<file path="src/rtl/cpu_wb_pkg.sv">
// Shared types for the CPU-side Wishbone arbiter: grant states, default bus
// widths and a request bundle used to mux the two masters onto the slave.
package cpu_wb_pkg;

  localparam int DEF_AW = 32;
  localparam int DEF_DW = 32;

  typedef enum logic [1:0] {
    IDLE  = 2'd0,
    GNT_I = 2'd1,
    GNT_D = 2'd2
  } arb_state_t;

  typedef struct packed {
    logic                  cyc;
    logic                  stb;
    logic                  we;
    logic [DEF_AW-1:0]     adr;
    logic [DEF_DW-1:0]     dat_w;
    logic [DEF_DW/8-1:0]   sel;
  } wb_req_t;

endpackage

</file>
<file path="src/rtl/wb_watchdog.sv">
// Hung-access watchdog: counts stalled strobe cycles and pulses expire for one
// cycle when the count reaches TIMEOUT.
module wb_watchdog #(
  parameter int TIMEOUT = 255
) (
  input  logic clk,
  input  logic rst_n,
  input  logic stb,
  input  logic ack,
  input  logic clr,
  output logic expire
);

  localparam int CW = $clog2(TIMEOUT + 1);
  localparam logic [CW-1:0] LIMIT = CW'(TIMEOUT);

  logic [CW-1:0] cnt_r;

  // A cleared or ending cycle never expires, so ack always wins over err.
  assign expire = stb && !ack && !clr && (cnt_r == LIMIT);

  // Stall counter, restarted by any ack, idle strobe, grant change or expiry.
  always_ff @(posedge clk or negedge rst_n) begin
    if (!rst_n) begin
      cnt_r <= {CW{1'b0}};
    end else if (clr || !stb || ack || expire) begin
      cnt_r <= {CW{1'b0}};
    end else begin
      cnt_r <= cnt_r + CW'(1);
    end
  end

endmodule

</file>
<file path="src/rtl/wb_ibus_dbus_arbiter.sv">
// Round-robin, cycle-locked arbiter merging the instruction and data Wishbone
// masters onto one slave, with a watchdog that errors out hung accesses.
module wb_ibus_dbus_arbiter
  import cpu_wb_pkg::*;
#(
  parameter int AW      = DEF_AW,
  parameter int DW      = DEF_DW,
  parameter int TIMEOUT = 255
) (
  input  logic            clk,
  input  logic            rst,
  input  logic            mi_cyc,
  input  logic            mi_stb,
  input  logic            mi_we,
  input  logic [AW-1:0]   mi_adr,
  input  logic [DW-1:0]   mi_dat_w,
  input  logic [DW/8-1:0] mi_sel,
  output logic [DW-1:0]   mi_dat_r,
  output logic            mi_ack,
  output logic            mi_err,
  input  logic            md_cyc,
  input  logic            md_stb,
  input  logic            md_we,
  input  logic [AW-1:0]   md_adr,
  input  logic [DW-1:0]   md_dat_w,
  input  logic [DW/8-1:0] md_sel,
  output logic [DW-1:0]   md_dat_r,
  output logic            md_ack,
  output logic            md_err,
  output logic            s_cyc,
  output logic            s_stb,
  output logic            s_we,
  output logic [AW-1:0]   s_adr,
  output logic [DW-1:0]   s_dat_w,
  output logic [DW/8-1:0] s_sel,
  input  logic [DW-1:0]   s_dat_r,
  input  logic            s_ack
);

  arb_state_t state_r;
  arb_state_t state_nxt_s;
  logic       last_gnt_r;
  wb_req_t    req_i_s;
  wb_req_t    req_d_s;
  wb_req_t    req_s;
  logic       wd_clr_s;
  logic       expire_s;

  // Widen both master requests into the shared bundle.
  always_comb begin
    req_i_s = {$bits(wb_req_t){1'b0}};
    req_d_s = {$bits(wb_req_t){1'b0}};
    req_i_s.cyc   = mi_cyc;
    req_i_s.stb   = mi_stb;
    req_i_s.we    = mi_we;
    req_i_s.adr   = DEF_AW'(mi_adr);
    req_i_s.dat_w = DEF_DW'(mi_dat_w);
    req_i_s.sel   = (DEF_DW/8)'(mi_sel);
    req_d_s.cyc   = md_cyc;
    req_d_s.stb   = md_stb;
    req_d_s.we    = md_we;
    req_d_s.adr   = DEF_AW'(md_adr);
    req_d_s.dat_w = DEF_DW'(md_dat_w);
    req_d_s.sel   = (DEF_DW/8)'(md_sel);
  end

  // Grant selection: a tie goes to the master that did not own the bus last.
  always_comb begin
    state_nxt_s = state_r;
    case (state_r)
      IDLE: begin
        if (mi_cyc && md_cyc) begin
          state_nxt_s = last_gnt_r ? GNT_I : GNT_D;
        end else if (mi_cyc) begin
          state_nxt_s = GNT_I;
        end else if (md_cyc) begin
          state_nxt_s = GNT_D;
        end else begin
          state_nxt_s = IDLE;
        end
      end
      GNT_I: begin
        if (mi_cyc) begin
          state_nxt_s = GNT_I;
        end else if (md_cyc) begin
          state_nxt_s = GNT_D;
        end else begin
          state_nxt_s = IDLE;
        end
      end
      GNT_D: begin
        if (md_cyc) begin
          state_nxt_s = GNT_D;
        end else if (mi_cyc) begin
          state_nxt_s = GNT_I;
        end else begin
          state_nxt_s = IDLE;
        end
      end
      default: state_nxt_s = IDLE;
    endcase
  end

  // Grant register; last_gnt records the owner only when it lets go.
  always_ff @(posedge clk or negedge rst) begin
    if (!rst) begin
      state_r    <= IDLE;
      last_gnt_r <= 1'b1;
    end else begin
      state_r <= state_nxt_s;
      if (state_r == GNT_I && !mi_cyc) begin
        last_gnt_r <= 1'b0;
      end else if (state_r == GNT_D && !md_cyc) begin
        last_gnt_r <= 1'b1;
      end else begin
        last_gnt_r <= last_gnt_r;
      end
    end
  end

  assign wd_clr_s = (state_nxt_s != state_r);

  wb_watchdog #(
    .TIMEOUT (TIMEOUT)
  ) u_watchdog (
    .clk    (clk),
    .rst_n  (rst),
    .stb    (req_s.stb),
    .ack    (s_ack),
    .clr    (wd_clr_s),
    .expire (expire_s)
  );

  // Slave mux and response routing; the waiting master simply stalls.
  always_comb begin
    req_s  = {$bits(wb_req_t){1'b0}};
    mi_ack = 1'b0;
    mi_err = 1'b0;
    md_ack = 1'b0;
    md_err = 1'b0;
    case (state_r)
      GNT_I: begin
        req_s  = req_i_s;
        mi_ack = s_ack;
        mi_err = expire_s;
      end
      GNT_D: begin
        req_s  = req_d_s;
        md_ack = s_ack;
        md_err = expire_s;
      end
      default: begin
        req_s = {$bits(wb_req_t){1'b0}};
      end
    endcase
  end

  assign s_cyc    = req_s.cyc;
  assign s_stb    = req_s.stb;
  assign s_we     = req_s.we;
  assign s_adr    = req_s.adr[AW-1:0];
  assign s_dat_w  = req_s.dat_w[DW-1:0];
  assign s_sel    = req_s.sel[DW/8-1:0];
  assign mi_dat_r = s_dat_r;
  assign md_dat_r = s_dat_r;

endmodule
</file>
<file path="config.mk">
export PLATFORM = sky130hd
export DESIGN_NAME = wb_ibus_dbus_arbiter
export DESIGN_NICKNAME = d
export VERILOG_FILES = /design/src/rtl/cpu_wb_pkg.sv /design/src/rtl/wb_watchdog.sv /design/src/rtl/wb_ibus_dbus_arbiter.sv
export SDC_FILE = /design/constraint.sdc
export NUM_CORES = 1
export LEC_CHECK = 0
export BUFFER_PORTS_ARGS = -buffer_cell sky130_fd_sc_hd__buf_2
export CORE_AREA = 2 2 122 124
export DETAILED_ROUTE_END_ITERATION = 6
export DIE_AREA = 0 0 124 126
export GPL_TIMING_DRIVEN = 1
export PLACE_DENSITY = 0.45
export SLEW_MARGIN = 40
export SYNTH_ARGS = -nofsm -noshare
export SYNTH_HDL_FRONTEND = slang
export SYNTH_SLANG_ARGS = --single-unit
</file>
<file path="constraint.sdc">
create_clock -name clk -period 3 [get_ports clk]
set_input_delay 0.75 -clock clk [delete_from_list [all_inputs] [get_ports clk]]
set_output_delay 0.75 -clock clk [all_outputs]
set_load 0.02 [all_outputs]
</file>
# Word-level counts from Yosys, hierarchy flattened
# Index checks and enable logic that the tools add are counted.
# totals
reg_bits	11
output_inout_bits	139
# classes
add_sub_neg	1
n_eq_ne	4
muxes	15
n_reduce_logical	16
# op_table
op	count
one-hot mux 71 bit (2 select lines)	1
2-to-1 mux 2 bit	5
adder 8 x 1 -> 8 bit, second input constant	1
equality test 8 bit, second input constant	1
2-to-1 mux 8 bit	1
2-to-1 mux 1 bit	7
logical AND 1 bit	6
one-hot mux 2 bit (3 select lines)	1
zero test 1 bit	5
logical OR 1 bit	3
equality test 2 x 1 -> 1 bit, second input constant	1
equality test 2 bit, second input constant	1
zero test 2 bit	1
inequality test 2 bit	1
nonzero test 2 bit	1

# Longest topological paths before layout
# Gate-level depths: netlist of the first run.
# depth
word_depth	10
ltp_mapped	8
mapped_depth_nobuf	7

# Cells and area by module
# A second synthesis of the first run with hierarchy kept.
# unflattened
hier_cells	300
hier_area_um2	2253.4
# by_module_without_submodules
module	instances	cells_per_inst	area_per_inst_um2
wb_ibus_dbus_arbiter	1	262	1856.8
wb_watchdog	1	38	396.6

# Worst setup path before layout of the first run
# No wires, ideal clock.
# synth_path
path_kind	flip-flop to output port
startpoint	register state_r[1]
endpoint	output md_err
t_arrival_ns	2.477
path_slack_ns	-0.227
stages_incl_launch_ff	9
cell_sequence	dfrtp_1 > inv_1 > ha_1 > clkbuf_2 > nand2b_1 > or3_4 > a2111oi_4 > a211oi_4 > nor3b_1
# synth_between
elab_chain_cells	7
# synth_lines
item	line	rtl
from (decl)	wb_ibus_dbus_arbiter.sv:40	arb_state_t state_r;
from (signal assigned)	wb_ibus_dbus_arbiter.sv:110	state_r <= state_nxt_s;
equality test 2 bit, or another cell as far along	wb_ibus_dbus_arbiter.sv:70, wb_ibus_dbus_arbiter.sv:141	
one-hot mux 2 bit (3 select lines)	wb_ibus_dbus_arbiter.sv:70	case (state_r)
inequality test 2 bit	wb_ibus_dbus_arbiter.sv:121	assign wd_clr_s = (state_nxt_s != state_r);
zero test 1 bit	wb_watchdog.sv:20	assign expire = stb && !ack && !clr && (cnt_r == LIMIT);
logical AND 1 bit (2 in a row)	wb_watchdog.sv:20	
2-to-1 mux 1 bit *	wb_ibus_dbus_arbiter.sv:141	case (state_r)
to (decl)	wb_ibus_dbus_arbiter.sv:29	output logic md_err,
# Every way passes the cells marked *; elsewhere a longest branch is shown, timed or not.

# Worst setup path in the final report of the first run
# layout_path
startpoint	register state_r[0]
endpoint	output mi_err
# layout_between
elab_chain_cells	7
# layout_lines
item	line	rtl
equality test 2 bit, or another cell as far along	wb_ibus_dbus_arbiter.sv:70, wb_ibus_dbus_arbiter.sv:141	
one-hot mux 2 bit (3 select lines)	wb_ibus_dbus_arbiter.sv:70	
inequality test 2 bit	wb_ibus_dbus_arbiter.sv:121	
zero test 1 bit	wb_watchdog.sv:20	
logical AND 1 bit (2 in a row)	wb_watchdog.sv:20	
2-to-1 mux 1 bit *	wb_ibus_dbus_arbiter.sv:141	
to (decl)	wb_ibus_dbus_arbiter.sv:20	output logic mi_err,
# Marks and branches as above.

==> metrics.md, run 1 <==
| Metric | Value |
|---|---|
| GRT Util Overall | 10.3% |
| Clock transition at the registers of the reported paths | around 0.040 ns |
| Count of cell types in the netlist | 34 |
| IO buf count | approximately 220 |
| Min cycle time layout | 2.94 ns |
| Row count | 44 |
| Drt pass-1 iters | 4 |
| Clk_lat worst skew | between 0.2 and 0.25 ns |
| Yosys top cell by area | a22oi_1 |
| Final GP Congestion | 0.818 |
| Syn Area/Cell | between 7 and 8 sq um |
| Initial antenna violation count | 0 |
| Synth cell count leaders | nor2b_1 (72), a22oi_1 (70), buf_4 (65) |
| Final #Nets | ~640 |
| Pins over their slew limit | 0 |
| RSZ-0062 raised after global routing | yes |
| Deepest clock path buffer count | 2 |
| CTS tree | done |
| Highest Clock Rate | ~340 MHz |
| Flops & latches, synth | 11 |
| Seq/Total Area, Yosys | approximately an eighth |
| Period utilization | a little over nine tenths |
| # IOs | roughly 320 |
| Synth top area share | between 20% and 30% |
| 1st-iter DRT viols | 71 |
| Ys Warns | 0 |
| Crit-path max FO | 4 |
| Leading post-synthesis cells by cell area | a22oi_1 (23%), buf_4 (21%), nor2b_1 (20%) |
| Maxcap violations | 0 |
| Status | completed |
| Count leader, synth | nor2b_1 |
| Crit end category | output pin |
| Final setup fails | 0 |
| Avg Vias per Cell | around 4.3 |
| Die span in x | around 120 um |
| Number of synthesized flops with an enable pin | 0 |
| Worst Setup Start Kind | flop |
| Mapped Nets | a little under 500 |
| Hold Violations, Final | 0 |
| Leakage power | ~0.0016 uW |
| First-pass GRT wire length | about 13000 um |
| PnR worst setup slack | 0.0592 ns |
| Grt ovf | 0 |
| Total wire length | 9130 um |
| Diode count | 0 |
| Share of cells above drive strength 1 | 57.1% |
| CORE AREA | 14300 sq um |
| Clock sink total | 11 |
| Peak supply drop | 1.04 mV |
| Vias in the first global route | between 2000 and 3000 |
| CTS H-tree depth | 1 |
| DR WL/cell | between 10 and 15 um |
| Hold Crit Class | in -> async |
| Kind of critical path | reg -> out |
| Largest net degree at the start of global routing | between 70 and 80 |
| DRC | 0 |
| Skew final | roughly 0.0048 ns |
| CP required | 2.25 ns |
| CP Data Arrival Time | between 2 and 2.5 ns |
| Antenna-violating nets left | 0 |
| Post-synth ARST share | between 90% and 100% |
| Slew of the pin with the lowest slew margin | 0.573 ns |
| Die area | approximately 16000 sq um |
| DP Worst Slack | 0.0104 ns |
| Die Height | approximately 130 um |
| Synthesized instance count | between 300 and 400 |
| Root cell of the clock tree | clkbuf_16 |
| Main flop type after synthesis | dfrtp_1 |
| Total power | around 3000 uW |
| Initial core utilization | 16.1% |
| DR vias | between 2000 and 3000 |
| Number of buffers created by CTS | 3 |
| Post-Syn Area | between 2000 and 2500 sq um |
| Relative max-transition margin | roughly 60% |
| Layout area overhead | 46.7% |
| Hpwl dp | roughly 7300 um |
| PwrDens | around 880 nW/um^2 |
==> stage by stage <==
stage	hold slack, ns	area [sq um]	utilization (%)	cells	TNS (ns)
after floorplan	0.454	2310	-	304	-0.0801
final	0.381	3370	23.6	639	0
after CTS	0.387	3290	23.0	637	0
after global placement	0.528	3150	22.0	630	0
after global routing	0.394	3370	23.6	639	-0.0750
after detailed placement	0.534	3150	22.0	630	0
==> sequential cells by signal (all words and copies together) (netlist names) <==
| register | count |
|---|---|
| state_r | 2 |
| u_watchdog.cnt_r | 8 |
| last_gnt_r | 1 |
==> per-layer routing <==
layer | GRT usage [%] | vias to the layer above | part of all wire, %
li1 | - | 1303 | -
met1 | 11.2 | 1262 | 36
met2 | 19.9 | 149 | 53
met3 | 2.26 | 10 | 9.8
met4 | 2.38 | 0 | 1.1
met5 | 0 | - | 0
==> area by class of cell <==
type,instances,area [sq um]
fillers,1611,10900
multi-input cells,200,1540
repair buffers,235,1220
flip-flops and latches,11,278
well taps,184,230
clock buffers,4,78.8
inverters,5,23.8
==> where the power goes <==
part	internal (uW)	switching, uW
Sequential	176	26.4
Combinational	1050	1460
Clock	179	70.2
==> cells in the final DEF, fill, tap and decap left out, drive strengths merged, types with 4 or more instances in the layout <==
cell	n
buf	235
nor2	10
clkbuf	4
a22oi	71
nand3	6
ha	6
dfrtp	10
inv	4
nor2b	72
nand2	4
==> worst max-delay path, stage by stage (launching register included) <==
cell	delay, ns
dfrtp_2	0.42
clkinv_4	0.11
ha_4	0.18
or3_4	0.41
o2111ai_1	0.16
o2111a_2	0.28
a211oi_4	0.05
nor3b_2	0.17
buf_4	0.16
==> what timing repair did <==
action,4_1_cts,5_1_grt
pin swaps,2,6
hold buffers,0,0
buffers inserted,3,2
resized for setup,9,13
setup endpoints to repair,2,2
==> path summary, 6_finish.rpt <==
path	from	to	slack (ns)	cells past startpoint
max	state_r[0]$_DFF_PN0_	mi_err	0.06	8
min	rst	state_r[1]$_DFF_PN0_	0.38	1
max reg2reg	state_r[0]$_DFF_PN0_	u_watchdog.cnt_r[0]$_DFF_PN0_	0.93	8
min reg2reg	last_gnt_r$_DFFE_PN1P_	last_gnt_r$_DFFE_PN1P_	0.53	2
max in group asynchronous	rst	last_gnt_r$_DFFE_PN1P_	2.35	1
min in group clk	last_gnt_r$_DFFE_PN1P_	last_gnt_r$_DFFE_PN1P_	0.53	2
==> cells by family after synthesis <==
kind of cell    count (synthesis)  share of synthesized area (%)
buf+inv                        93                           25.9
compound gates                 81                           28.5
simple gates                  108                           28.5
xor+xnor                        5                           1.90
flops                          11                           12.0
fa+ha+maj                       6                           3.26
(Power assumes the default switching activity.)
==> inputs of run 2 (changes only) <==
- PLACE_DENSITY: 0.45 -> 0.46
- clock period: 3 -> 2.4 ns (I/O delays scaled with it)
==> metrics.md, run 2 (synthesized netlist as in run 1, its figures left out) <==
| Metric | Value |
|---|---|
| Failing checks | negative setup slack |
| Highest Clock Rate | around 350 MHz |
| Number of buffers created by CTS | 3 |
| Die Height | 126 um |
| GR Layer Usage met3 | ~2.3% |
| GR Layer Usage met1 | roughly 11% |
| First-pass GRT wire length | 12200 um |
| Vias in the first global route | between 2000 and 3000 |
| Launch point of the worst reg-to-reg path | state_r[0]$_DFF_PN0_ |
| Max reg flops | 8 |
| Most common cell after layout, fill and taps aside | buf_2 |
| Share of cells above drive strength 1 | around three fifths |
| Reg2reg end | u_watchdog.cnt_r[4]$_DFF_PN0_ |
| Relative max-transition margin | about three quarters |
| GRT Util Overall | under 10% |
| Global routing's busiest layer | met2 |
| PwrDens | 1090 nW/um^2 |
| IO buf count | ~220 |
| 1st-iter DRT viols | between 80 and 90 |
| Most frequent cells in the layout | buf_2 (217), a22oi_1 (70), nor2b_1 (51) |
| Number of cells after detailed placement | ~640 |
| CTS tree | done |
| R2R cell count | 10 |
| Worst Setup Start Kind | flop |
| Kind of critical path | reg -> out |
| Crit-path max FO | 4 |
| Clock transition at the registers of the reported paths | roughly 0.040 ns |
| RSZ-0062 raised after global routing | yes |
| Crit-path leading delay family | compound AO/OA/AOI/OAI gates |
| Root cell of the clock tree | clkbuf_16 |
| Clock sink total | 11 |
| Peak supply drop | just under 0.7 mV |
| Crit end category | output pin |
| CORE AREA | ~14000 sq um |
| DR WL/cell | approximately 13 um |
| Maxcap violations | 0 |
| CP required | roughly 1.8 ns |
| Deepest clock path buffer count | 2 |
| Hpwl dp | 6570 um |
| Min cycle time layout | between 2 and 3 ns |
| CP Data Arrival Time | between 2 and 2.5 ns |
| Hold Crit Class | in -> async |
| CTS H-tree depth | 1 |
| Largest registers | u_watchdog.cnt_r x8, state_r x2, last_gnt_r x1 |
| Status | finished with violations |
| Critical path's largest stage delay | ~0.45 ns |
| Die area | approximately 16000 sq um |
| Period utilization | 119% |
| Avg Vias per Cell | 4.22 |
| Util after Layout | about a quarter |
| Total wire length | between 8000 and 9000 um |
| Hold_ws | between 0.2 and 0.25 ns |
| GR Layer Usage met2 | between 10% and 20% |
| Die span in x | approximately 120 um |
| Quantity of hold-fixing buffers added after cts | 0 |
| Layout area overhead | 51.8% |
| Reg with most FFs | u_watchdog.cnt_r |
| DR vias | 2716 |
| Antenna-violating nets left | 0 |
| Crit-path most repeated cell | buf_6 |
| Initial core utilization | 16.1% |
| Largest net degree at the start of global routing | slightly above 70 |
| CP max stage cell | dfrtp_2 |
| Clk_lat worst skew | about 0.24 ns |
| Critical path cell sequence | inv_4 -> ha_4 -> nand3b_1 -> o311ai_4 -> buf_6 -> o2111a_1 -> a211oi_4 -> nor3b_4 -> buf_6 |
| Leakage power | 0.00169 uW |
| Initial antenna violation count | 0 |
| Flop-to-flop setup slack | around 0.11 ns |
| Grt ovf | 0 |
| CP bufs+invs | 3 |
| Skew final | between 0.002 and 0.003 ns |
| Finished Layout Cells | between 600 and 700 |
| Diode count | 0 |
| PnR worst setup slack | -0.458 ns |
| Final setup fails | 2 |
| Final #Nets | between 600 and 700 |
| Row count | 44 |
| Pins over their slew limit | 0 |
| Drt pass-1 iters | 6 |
| DRC | 0 |
| Slew of the pin with the lowest slew margin | 0.363 ns |
| Final GP Congestion | between 0.7 and 0.8 |
| # IOs | 316 |
| Hold Violations, Final | 0 |
## run 2: how the worst max path moves through the flow
stage          slack (ns)            startpoint  cells after the start     end
2_1_floorplan       -0.20  state_r[0]$_DFF_PN0_                      8  md_err
3_5_place_dp        -0.33  state_r[0]$_DFF_PN0_                      8  md_err
5_1_grt             -0.55  state_r[0]$_DFF_PN0_                      9  mi_err
3_3_place_gp        -0.26  state_r[0]$_DFF_PN0_                      8  mi_err
6_report            -0.46  state_r[0]$_DFF_PN0_                      9  md_err
4_1_cts             -0.44  state_r[0]$_DFF_PN0_                      9  md_err
## run 2: metrics by stage
step	power, uW	setup WS (ns)	TNS (ns)	instance area, sq um
finish	3800	-0.458	-0.915	3490
global route	4130	-0.548	-1.67	3490
CTS	3820	-0.440	-0.907	3480
detailed placement	3380	-0.326	-0.646	3300
global placement	3340	-0.263	-0.521	3300
floorplan	2640	-0.196	-0.393	2430
## run 2: report_power, final
| part | total (uW) | switching (uW) | internal [uW] |
|---|---|---|---|
| Clock | 303 | 79.9 | 223 |
| Combinational | 3250 | 1800 | 1440 |
| Sequential | 252 | 30.7 | 222 |
| Total | 3800 | 1910 | 1890 |
## run 2: layer usage
metal,up-vias,share of wire (%)
met4,0,1.4
met5,-,0
met2,142,49
li1,1313,-
met3,22,9.4
met1,1239,40
## run 2: area by class of cell
type / instances / area (sq um)
fillers: 1600 / 10800
multi-input cells: 200 / 1590
repair buffers: 239 / 1290
flip-flops and latches: 11 / 279
well taps: 184 / 230
clock buffers: 4 / 78.8
inverters: 5 / 21.3
## run 2: timing repair
item                                   CTS  global route
gates resized for setup                 15             4
setup buffers                            3             0
pin swaps                                5             0
endpoints found under the hold margin    0             0
setup endpoints to repair               73            63
==> inputs of run 3 (changes only) <==
- RECOVER_POWER: not set -> 50
==> metrics.md, run 3 (synthesized netlist as in run 1, its figures left out) <==
| Metric | Value |
|---|---|
| Global routing's busiest layer | met2 |
| DRC | 0 |
| Peak supply drop | approximately 0.67 mV |
| Clock transition at the registers of the reported paths | 0.04 ns |
| Antenna-violating nets left | 0 |
| Diode count | 0 |
| Final #Nets | between 600 and 700 |
| Period utilization | 119% |
| Setup tns final | -0.910 ns |
| Placed cell area | roughly 3300 sq um |
| Root cell of the clock tree | clkbuf_16 |
| Final GP Congestion | roughly 0.8 |
| Clock sink total | 11 |
| Final setup fails | 2 |
| PnR worst setup slack | -0.455 ns |
| Most frequent cells in the layout | buf_2 (216), a22oi_1 (70), nor2b_1 (51) |
| Most common cell after layout, fill and taps aside | buf_2 |
| Min cycle time layout | ~2.9 ns |
| # IOs | roughly 320 |
| Layout area overhead | 51.8% |
| Skew final | between 0.002 and 0.003 ns |
| Pins over their slew limit | 0 |
| GR Layer Usage met3 | 2.31% |
| Die Height | around 130 um |
| Die area | between 15000 and 20000 sq um |
| Reg with most FFs | u_watchdog.cnt_r |
| Avg Vias per Cell | ~4.2 |
| GRT Util Overall | roughly a tenth |
| Initial core utilization | 16.1% |
| DP Worst Slack | -0.326 ns |
| Maxcap violations | 0 |
| CTS tree | done |
| Relative max-transition margin | about 59% |
| Status | finished with violations |
| IO buf count | between 200 and 250 |
| Initial antenna violation count | 0 |
| Fillers | 1601 |
| First-pass GRT wire length | ~12000 um |
| Deepest clock path buffer count | 2 |
| 1st-iter DRT viols | slightly below 90 |
| Largest net degree at the start of global routing | 72 |
| Hold Crit Class | in -> async |
| DR WL/cell | 12.5 um |
| GR Layer Usage met1 | roughly 11% |
| CP Data Arrival Time | ~2.3 ns |
| Leakage power | 0.00169 uW |
| Drt pass-1 iters | 6 |
| Grt ovf | 0 |
| Total power | between 3000 and 4000 uW |
| GR Layer Usage met2 | between 15 and 20% |
| Die span in x | around 120 um |
| Clk_lat worst skew | 0.24 ns |
| CTS H-tree depth | 1 |
| CORE AREA | about 14000 sq um |
| Number of buffers created by CTS | 3 |
| Slew of the pin with the lowest slew margin | ~0.6 ns |
| Crit end category | output pin |
| Max reg flops | 8 |
| PwrDens | approximately 1100 nW/um^2 |
| Kind of critical path | reg -> out |
| Total wire length | 8060 um |
| R2R cell count | 10 |
| DR vias | around 2700 |
| RSZ-0062 raised after global routing | yes |
| Crit-path max FO | 4 |
| CP required | between 1.5 and 2 ns |
| Share of cells above drive strength 1 | roughly 61% |
| Hpwl dp | 6570 um |
| Largest registers | u_watchdog.cnt_r x8, state_r x2, last_gnt_r x1 |
| Hold Violations, Final | 0 |
| Vias in the first global route | approximately 2600 |
| Design Area, Final | around 3500 sq um |
| Worst Setup Start Kind | flop |
| Highest Clock Rate | 350 MHz |
| Row count | between 40 and 50 |
| Failing checks | negative setup slack |
run 3: changes by cell type in the layout (fill, tap and decap cells not counted):
cell      change
buf_2         -1
clkbuf_1      +1
run 3: stage by stage:
step,util (%),std cells,hold WS (ns)
3_3_place_gp,23.1,636,0.482
5_1_grt,24.4,643,0.401
3_5_place_dp,23.1,636,0.487
2_1_floorplan,-,304,0.304
4_1_cts,24.3,643,0.235
6_report,24.4,643,0.347
run 3: critical path: stages, from the launching register on:
cell,delay [ns]
dfrtp_2,0.45
inv_4,0.12
ha_4,0.17
nand3b_1,0.16
o311ai_4,0.15
buf_6,0.16
o2111a_1,0.27
a211oi_4,0.32
nor3b_4,0.08
buf_6,0.14
run 3: final timing paths:
check                                  startpoint                            end  slack, ns
min in group clk           last_gnt_r$_DFFE_PN1P_         last_gnt_r$_DFFE_PN1P_       0.53
max                          state_r[0]$_DFF_PN0_                         md_err      -0.46
min                                           rst  u_watchdog.cnt_r[1]$_DFF_PN0_       0.35
max reg2reg                  state_r[0]$_DFF_PN0_  u_watchdog.cnt_r[4]$_DFF_PN0_       0.11
min reg2reg                last_gnt_r$_DFFE_PN1P_         last_gnt_r$_DFFE_PN1P_       0.53
max in group asynchronous                     rst           state_r[0]$_DFF_PN0_       1.62
run 3: report_power, final:
part	internal (uW)	switching (uW)
clock network	223	79.9
logic	1440	1800
registers	222	30.7
total	1890	1910
run 3: timing repair:
item,CTS,global route
endpoints found under the setup margin,73,63
setup buffers,3,0
resized for setup,15,4
pin swaps,5,0
hold buffers,0,0
cloned,0,0
run 3: layout make-up:
cell class | count | area (sq um) | area share [%]
clock buffer | 4 | 78.8 | 2.26
inverter | 5 | 21.3 | 0.609
multi-input combinational | 200 | 1590 | 45.5
sequential | 11 | 279 | 7.99
tap | 184 | 230 | 6.59
timing repair buffer | 239 | 1290 | 37.0
run 3: per-layer routing:
layer	vias up	part of all wire, %
li1	1313	-
met1	1248	40
met2	140	49
met3	22	9.4
met4	0	1.4
met5	-	0
